`config.mk`:
```
export PLATFORM = sky130hd
export DESIGN_NAME = i2c_bit_engine
export DESIGN_NICKNAME = d
export VERILOG_FILES = /design/src/rtl/i2c_bit_engine.sv
export SDC_FILE = /design/constraint.sdc
export NUM_CORES = 1
export LEC_CHECK = 0
export CORE_MARGIN = 3
export CORE_UTILIZATION = 47
export DETAILED_ROUTE_END_ITERATION = 10
export GPL_TIMING_DRIVEN = 0
export PLACE_DENSITY = 0.82
export SLEW_MARGIN = 25
export SYNTH_ARGS = -nofsm -noshare
export SYNTH_HDL_FRONTEND = slang
export SYNTH_SLANG_ARGS = --single-unit
export TNS_END_PERCENT = 30
```
`constraint.sdc`:
```
create_clock -name clk -period 1.5 [get_ports clk]
set_input_delay 0.225 -clock clk [delete_from_list [all_inputs] [get_ports clk]]
set_output_delay 0.225 -clock clk [all_outputs]
set_load 0.02 [all_outputs]
```
`src/rtl/i2c_bit_engine.sv`:
```
// ============================================================================
// i2c_bit_engine : bit-level I2C primitive engine (START/STOP/WRITE/READ)
// Rev 1.0 - initial release
// ============================================================================
`default_nettype none

module i2c_bit_engine #(
    parameter int CLK_DIV = 4
) (
    input  logic       clk,
    input  logic       reset,
    input  logic       write,
    input  logic [1:0] cmd,
    input  logic       din,
    input  logic       scl_in,
    input  logic       sda_in,
    output logic       scl_oe,
    output logic       sda_oe,
    output logic       ready,
    output logic       done,
    output logic       dout,
    output logic       arb_lost
);

    localparam int         DIV_W       = (CLK_DIV > 1) ? $clog2(CLK_DIV) : 1;
    localparam logic [1:0] START_CMD   = 2'd0;
    localparam logic [1:0] STOP_CMD    = 2'd1;
    localparam logic [1:0] WRITE_CMD   = 2'd2;
    localparam logic [1:0] READ_CMD    = 2'd3;
    localparam logic [DIV_W-1:0] DIV_LAST = DIV_W'(CLK_DIV - 1);

    typedef enum logic [2:0] {
        IDLE = 3'd0,
        Q0   = 3'd1,
        Q1   = 3'd2,
        Q2   = 3'd3,
        Q3   = 3'd4
    } state_t;

    state_t           state, state_nxt;
    logic [DIV_W-1:0] div, div_nxt;
    logic [1:0]       cmd_q;
    logic             din_q;
    logic             scl_hold, sda_hold;
    logic             run_scl, run_sda;
    logic             busy, div_end, stretch, accept;

    always_comb begin
        state_nxt = state;
        div_nxt   = div;
        busy      = 1'b0;
        run_scl   = 1'b0;
        run_sda   = 1'b0;
        div_end   = (div == DIV_LAST);
        stretch   = (state == Q1) && !scl_in;
        accept    = (state == IDLE) && write;

        case (state)
            IDLE: begin
                if (write) begin
                    state_nxt = Q0;
                    div_nxt   = '0;
                end
            end
            Q0, Q1, Q2, Q3: begin
                busy = 1'b1;
                if (stretch) begin
                    div_nxt = div;
                end else if (div_end) begin
                    div_nxt = '0;
                    case (state)
                        Q0:      state_nxt = Q1;
                        Q1:      state_nxt = Q2;
                        Q2:      state_nxt = Q3;
                        default: state_nxt = IDLE;
                    endcase
                end else begin
                    div_nxt = div + DIV_W'(1);
                end
            end
            default: begin
                state_nxt = IDLE;
                div_nxt   = '0;
            end
        endcase

        case (cmd_q)
            START_CMD: begin
                run_scl = (state == Q3);
                run_sda = (state == Q2) || (state == Q3);
            end
            STOP_CMD: begin
                run_scl = (state == Q0);
                run_sda = (state != Q3);
            end
            WRITE_CMD: begin
                run_scl = (state == Q0) || (state == Q3);
                run_sda = ~din_q;
            end
            default: begin
                run_scl = (state == Q0) || (state == Q3);
                run_sda = 1'b0;
            end
        endcase

        // Between primitives the pads keep whatever the last Q3 drove.
        scl_oe = busy ? run_scl : scl_hold;
        sda_oe = busy ? run_sda : sda_hold;
        ready  = (state == IDLE);
        done   = (state == Q3) && div_end;
    end

    always_ff @(posedge clk) begin
        if (!reset) begin
            state    <= IDLE;
            div      <= '0;
            cmd_q    <= START_CMD;
            din_q    <= 1'b0;
            scl_hold <= 1'b0;
            sda_hold <= 1'b0;
            dout     <= 1'b0;
            arb_lost <= 1'b0;
        end else begin
            state <= state_nxt;
            div   <= div_nxt;
            if (accept) begin
                cmd_q <= cmd;
                din_q <= din;
                if (cmd == START_CMD) begin
                    arb_lost <= 1'b0;
                end
            end
            if (done) begin
                scl_hold <= run_scl;
                sda_hold <= run_sda;
            end
            if ((state == Q2) && div_end) begin
                if (cmd_q == READ_CMD) begin
                    dout <= sda_in;
                end
                if ((cmd_q == WRITE_CMD) && din_q && !sda_in) begin
                    arb_lost <= 1'b1;
                end
            end
        end
    end

endmodule

`default_nettype wire
```
==> results_dict.tcl <==
set metrics [dict create \
    multi_input_area_um2 444.2 \
    r2r_cells 5 \
    area_growth_pct 38.92 \
    p_leak_nw 0.3506 \
    drtIter0Drc 12 \
    synthDominantCellAreaShare_pct 36.99 \
    yosysTopAreaCell "dfxtp_1" \
    diodes 0 \
    tightest_slew_ps 419.5 \
    grt_use_total_pct 19.42 \
    cts_tree "done" \
    finalCritPeriodShare_pct 128.3 \
    drt_first_pass_iters 4 \
    place.port_buffers 13 \
    cts_sinks 12 \
    regToRegEndpoint "arb_lost$_SDFF_PN0_" \
    path_common_cell "buf_6" \
    synth-seq-cells 12 \
    fin_crit_ps 1924 \
    crit_required_ps 1270 \
    ys_seq_area_share_pct 36.99 \
    synthesis.nets 87 \
    die_y_um 43.17 \
    synth.most_common_cell "dfxtp_1" \
    use_met2_pct 29.20 \
    htreeDepth 1 \
    swShare_pct 28.64 \
    cts.clk_slew.worst_paths_ps 70 \
    power_mw 0.6807 \
    cts-buffers-inserted 3 \
    dieArea_um2 1864 \
    synth_edf_count 0 \
    grt_max_degree 11 \
    die_w_um 43.17 \
    skew_ps 0.6945 \
    hold_viol_final 0 \
    antenna_found_initial 0 \
    layout-drive-gt1-share_pct 26.88 \
    cts_buffer_depth 2 \
    grt-busiest-layer "met2" \
    setup_viol 4 \
    grtUsageMet3_pct 7.203 \
    core_area_um2 1201 \
    vias 627 \
    powerDensity_nw_per_um2 754.6 \
    cts_root_buffer "clkbuf_4" \
    cp_max_fo 4 \
    critical_path.slowest_cell "or3b_4" \
    antenna_left 0 \
    max-slew-margin-rel_pct 72.03 \
    post-place-ws_ps -618.1 \
    slowest_delay_ps 400 \
    crit_path_start_kind "flip-flop" \
    hold_depth 2 \
    crit_family "simple AND/OR/NAND/NOR gates" \
    r2r_slack_ps 90 \
    crit_cells 6 \
    power_frac_clock_pct 30.5 \
    final_cells 107 \
    net-switching-power_mw 0.1950 \
    synthTopCellsByCount "12 x dfxtp_1, 10 x nand2_1, 5 x nand3_1, 5 x nor2_1" \
    clk_latency_ps 280 \
    critPathKind "flip-flop to primary output" \
    drv_cap 0 \
    drt-vias-per-instance 5.860 \
    wl_per_cell_um 14.99 \
    syn-cell-area_um2 649.4 \
    path_buf_inv 2 \
    fin_area_um2 902.1 \
    initial_core_util_pct 54.06 \
    grt_pass1_vias 586 \
    fillers 100 \
    rows 12 \
    grt_pass1_wl_mm 2.594 \
    drt-total-wl_mm 1.604 \
    ys_types 31 \
    rsz0062_at_grt "true" \
    synthFlopType "dfxtp_1" \
    nets 104 \
    max_freq_mhz 519.7 \
    async_flop_share_pct 0 \
    seqPwrFrac_pct 51.8 \
    seq_area_um2 249.0 \
    path_cells "buf_6 > or3b_4 > o221ai_4 > mux2i_4 > o21ai_2 > buf_6" \
    violations "negative setup slack" \
    timing.final.ws_setup_ps -424.3 \
    synthTopCellsByArea "dfxtp_1 37%, nand2_1 5.8%, mux2i_1 4.6%" \
    drc 0 \
    grt-ovfl-total 0 \
    endpoint_kind "primary output" \
    ys_warn_count 0 \
    grtUsageMet1_pct 22.90 \
    timing.rr.start "state[2]$_SDFFE_PN0P_" \
    hold_class "flip-flop to flip-flop" \
    syn_avg_cell_area_um2 8.325 \
    drv_slew 0 \
    ir_drop_mv 0.6652 \
    status "finished with violations" \
    place_congestion 0.7824 \
    hold_start "dout$_SDFFE_PN0P_" \
    ioPinCount 14 \
    internal_power_mw 0.4857 \
    synth_cells 78 \
    min_to "dout$_SDFFE_PN0P_" \
    cts_hold_buf 0 \
    crit_arrival_ps 1700 \
    place_area_um2 800.8 \
    dp_cells 105 \
    utilization_pct 75.10 \
    combPwrFrac_pct 17.7 \
]
## repair_timing
action                     in CTS  in global routing
pin swaps                       1                  1
setup endpoints to repair       4                  6
buffers inserted                2                  0
gates resized for setup        28                  6
## cell usage in the layout, fill, tap and decap left out, drive strengths merged, types with 3 or more instances in the layout
cell	instances
buf	6
mux2i	3
nor2b	3
dfxtp	12
nor2	5
nand2	10
clkbuf	4
a21boi	4
nand3	5
clkdlybuf4s50	9
o21ai	5
## power by group through the flow
stage,Combinational [mW],Clock [mW],Sequential [mW]
6_report,0.121,0.208,0.353
5_1_grt,0.132,0.226,0.354
4_1_cts,0.111,0.206,0.350
3_5_place_dp,0.117,0,0.345
3_3_place_gp,0.115,0,0.344
2_1_floorplan,0.0720,0,0.343
## registers in the layout (all words and copies together), names as in the netlist
signal and count:
sda_hold 1, arb_lost 1, dout 1, div 2, scl_hold 1, state 3, din_q 1, cmd_q 2
## cell families after synthesis
kind of cell    share of synthesized area (%)
simple gates                            26.98
compound gates                          20.23
flops                                   36.99
buf+inv                                 5.202
xor+xnor                                4.047
mux                                     4.624
fa+ha+maj                               1.926
## worst max path at each step
| stage | startpoint | end | slack, ps |
|---|---|---|---|
| 3_5_place_dp | state[1]$_SDFFE_PN0P_ | sda_oe | -620 |
| 5_1_grt | state[2]$_SDFFE_PN0P_ | sda_oe | -520 |
| 3_3_place_gp | state[1]$_SDFFE_PN0P_ | sda_oe | -610 |
| 6_report | state[2]$_SDFFE_PN0P_ | sda_oe | -420 |
| 4_1_cts | state[2]$_SDFFE_PN0P_ | sda_oe | -400 |
| 2_1_floorplan | state[1]$_SDFFE_PN0P_ | sda_oe | -60 |
## layout make-up
cell class | count | share of cell area [%]
multi-input cells | 59 | 49.24
inverters | 1 | 0.4161
clock buffers | 3 | 2.497
well taps | 14 | 1.942
flip-flops and latches | 12 | 27.60
repair buffers | 15 | 16.09
plain buffers | 3 | 2.219
## through the flow
step | TNS (ps) | hold WS (ps)
CTS | -790.0 | 485.3
floorplan | -58.85 | 363.8
global placement | -1494 | 451.2
global route | -1229 | 510.4
detailed placement | -1555 | 472.3
finish | -826.6 | 475.5
## worst reg2reg max path: stages (launching register included)
cell	delay [ps]
dfxtp_2	330
buf_6	120
nor3_2	300
nand2_1	170
o31ai_1	240
a21boi_0	130
## layer usage
layer | part of all wire, % | wire [um] | vias to the layer above
met5 | 0 | 0 | -
met4 | 3.9 | 62 | 0
met1 | 41 | 661 | 295
met3 | 7.3 | 117 | 6
li1 | - | - | 306
met2 | 48 | 763 | 20
(Power assumes the default switching activity.)
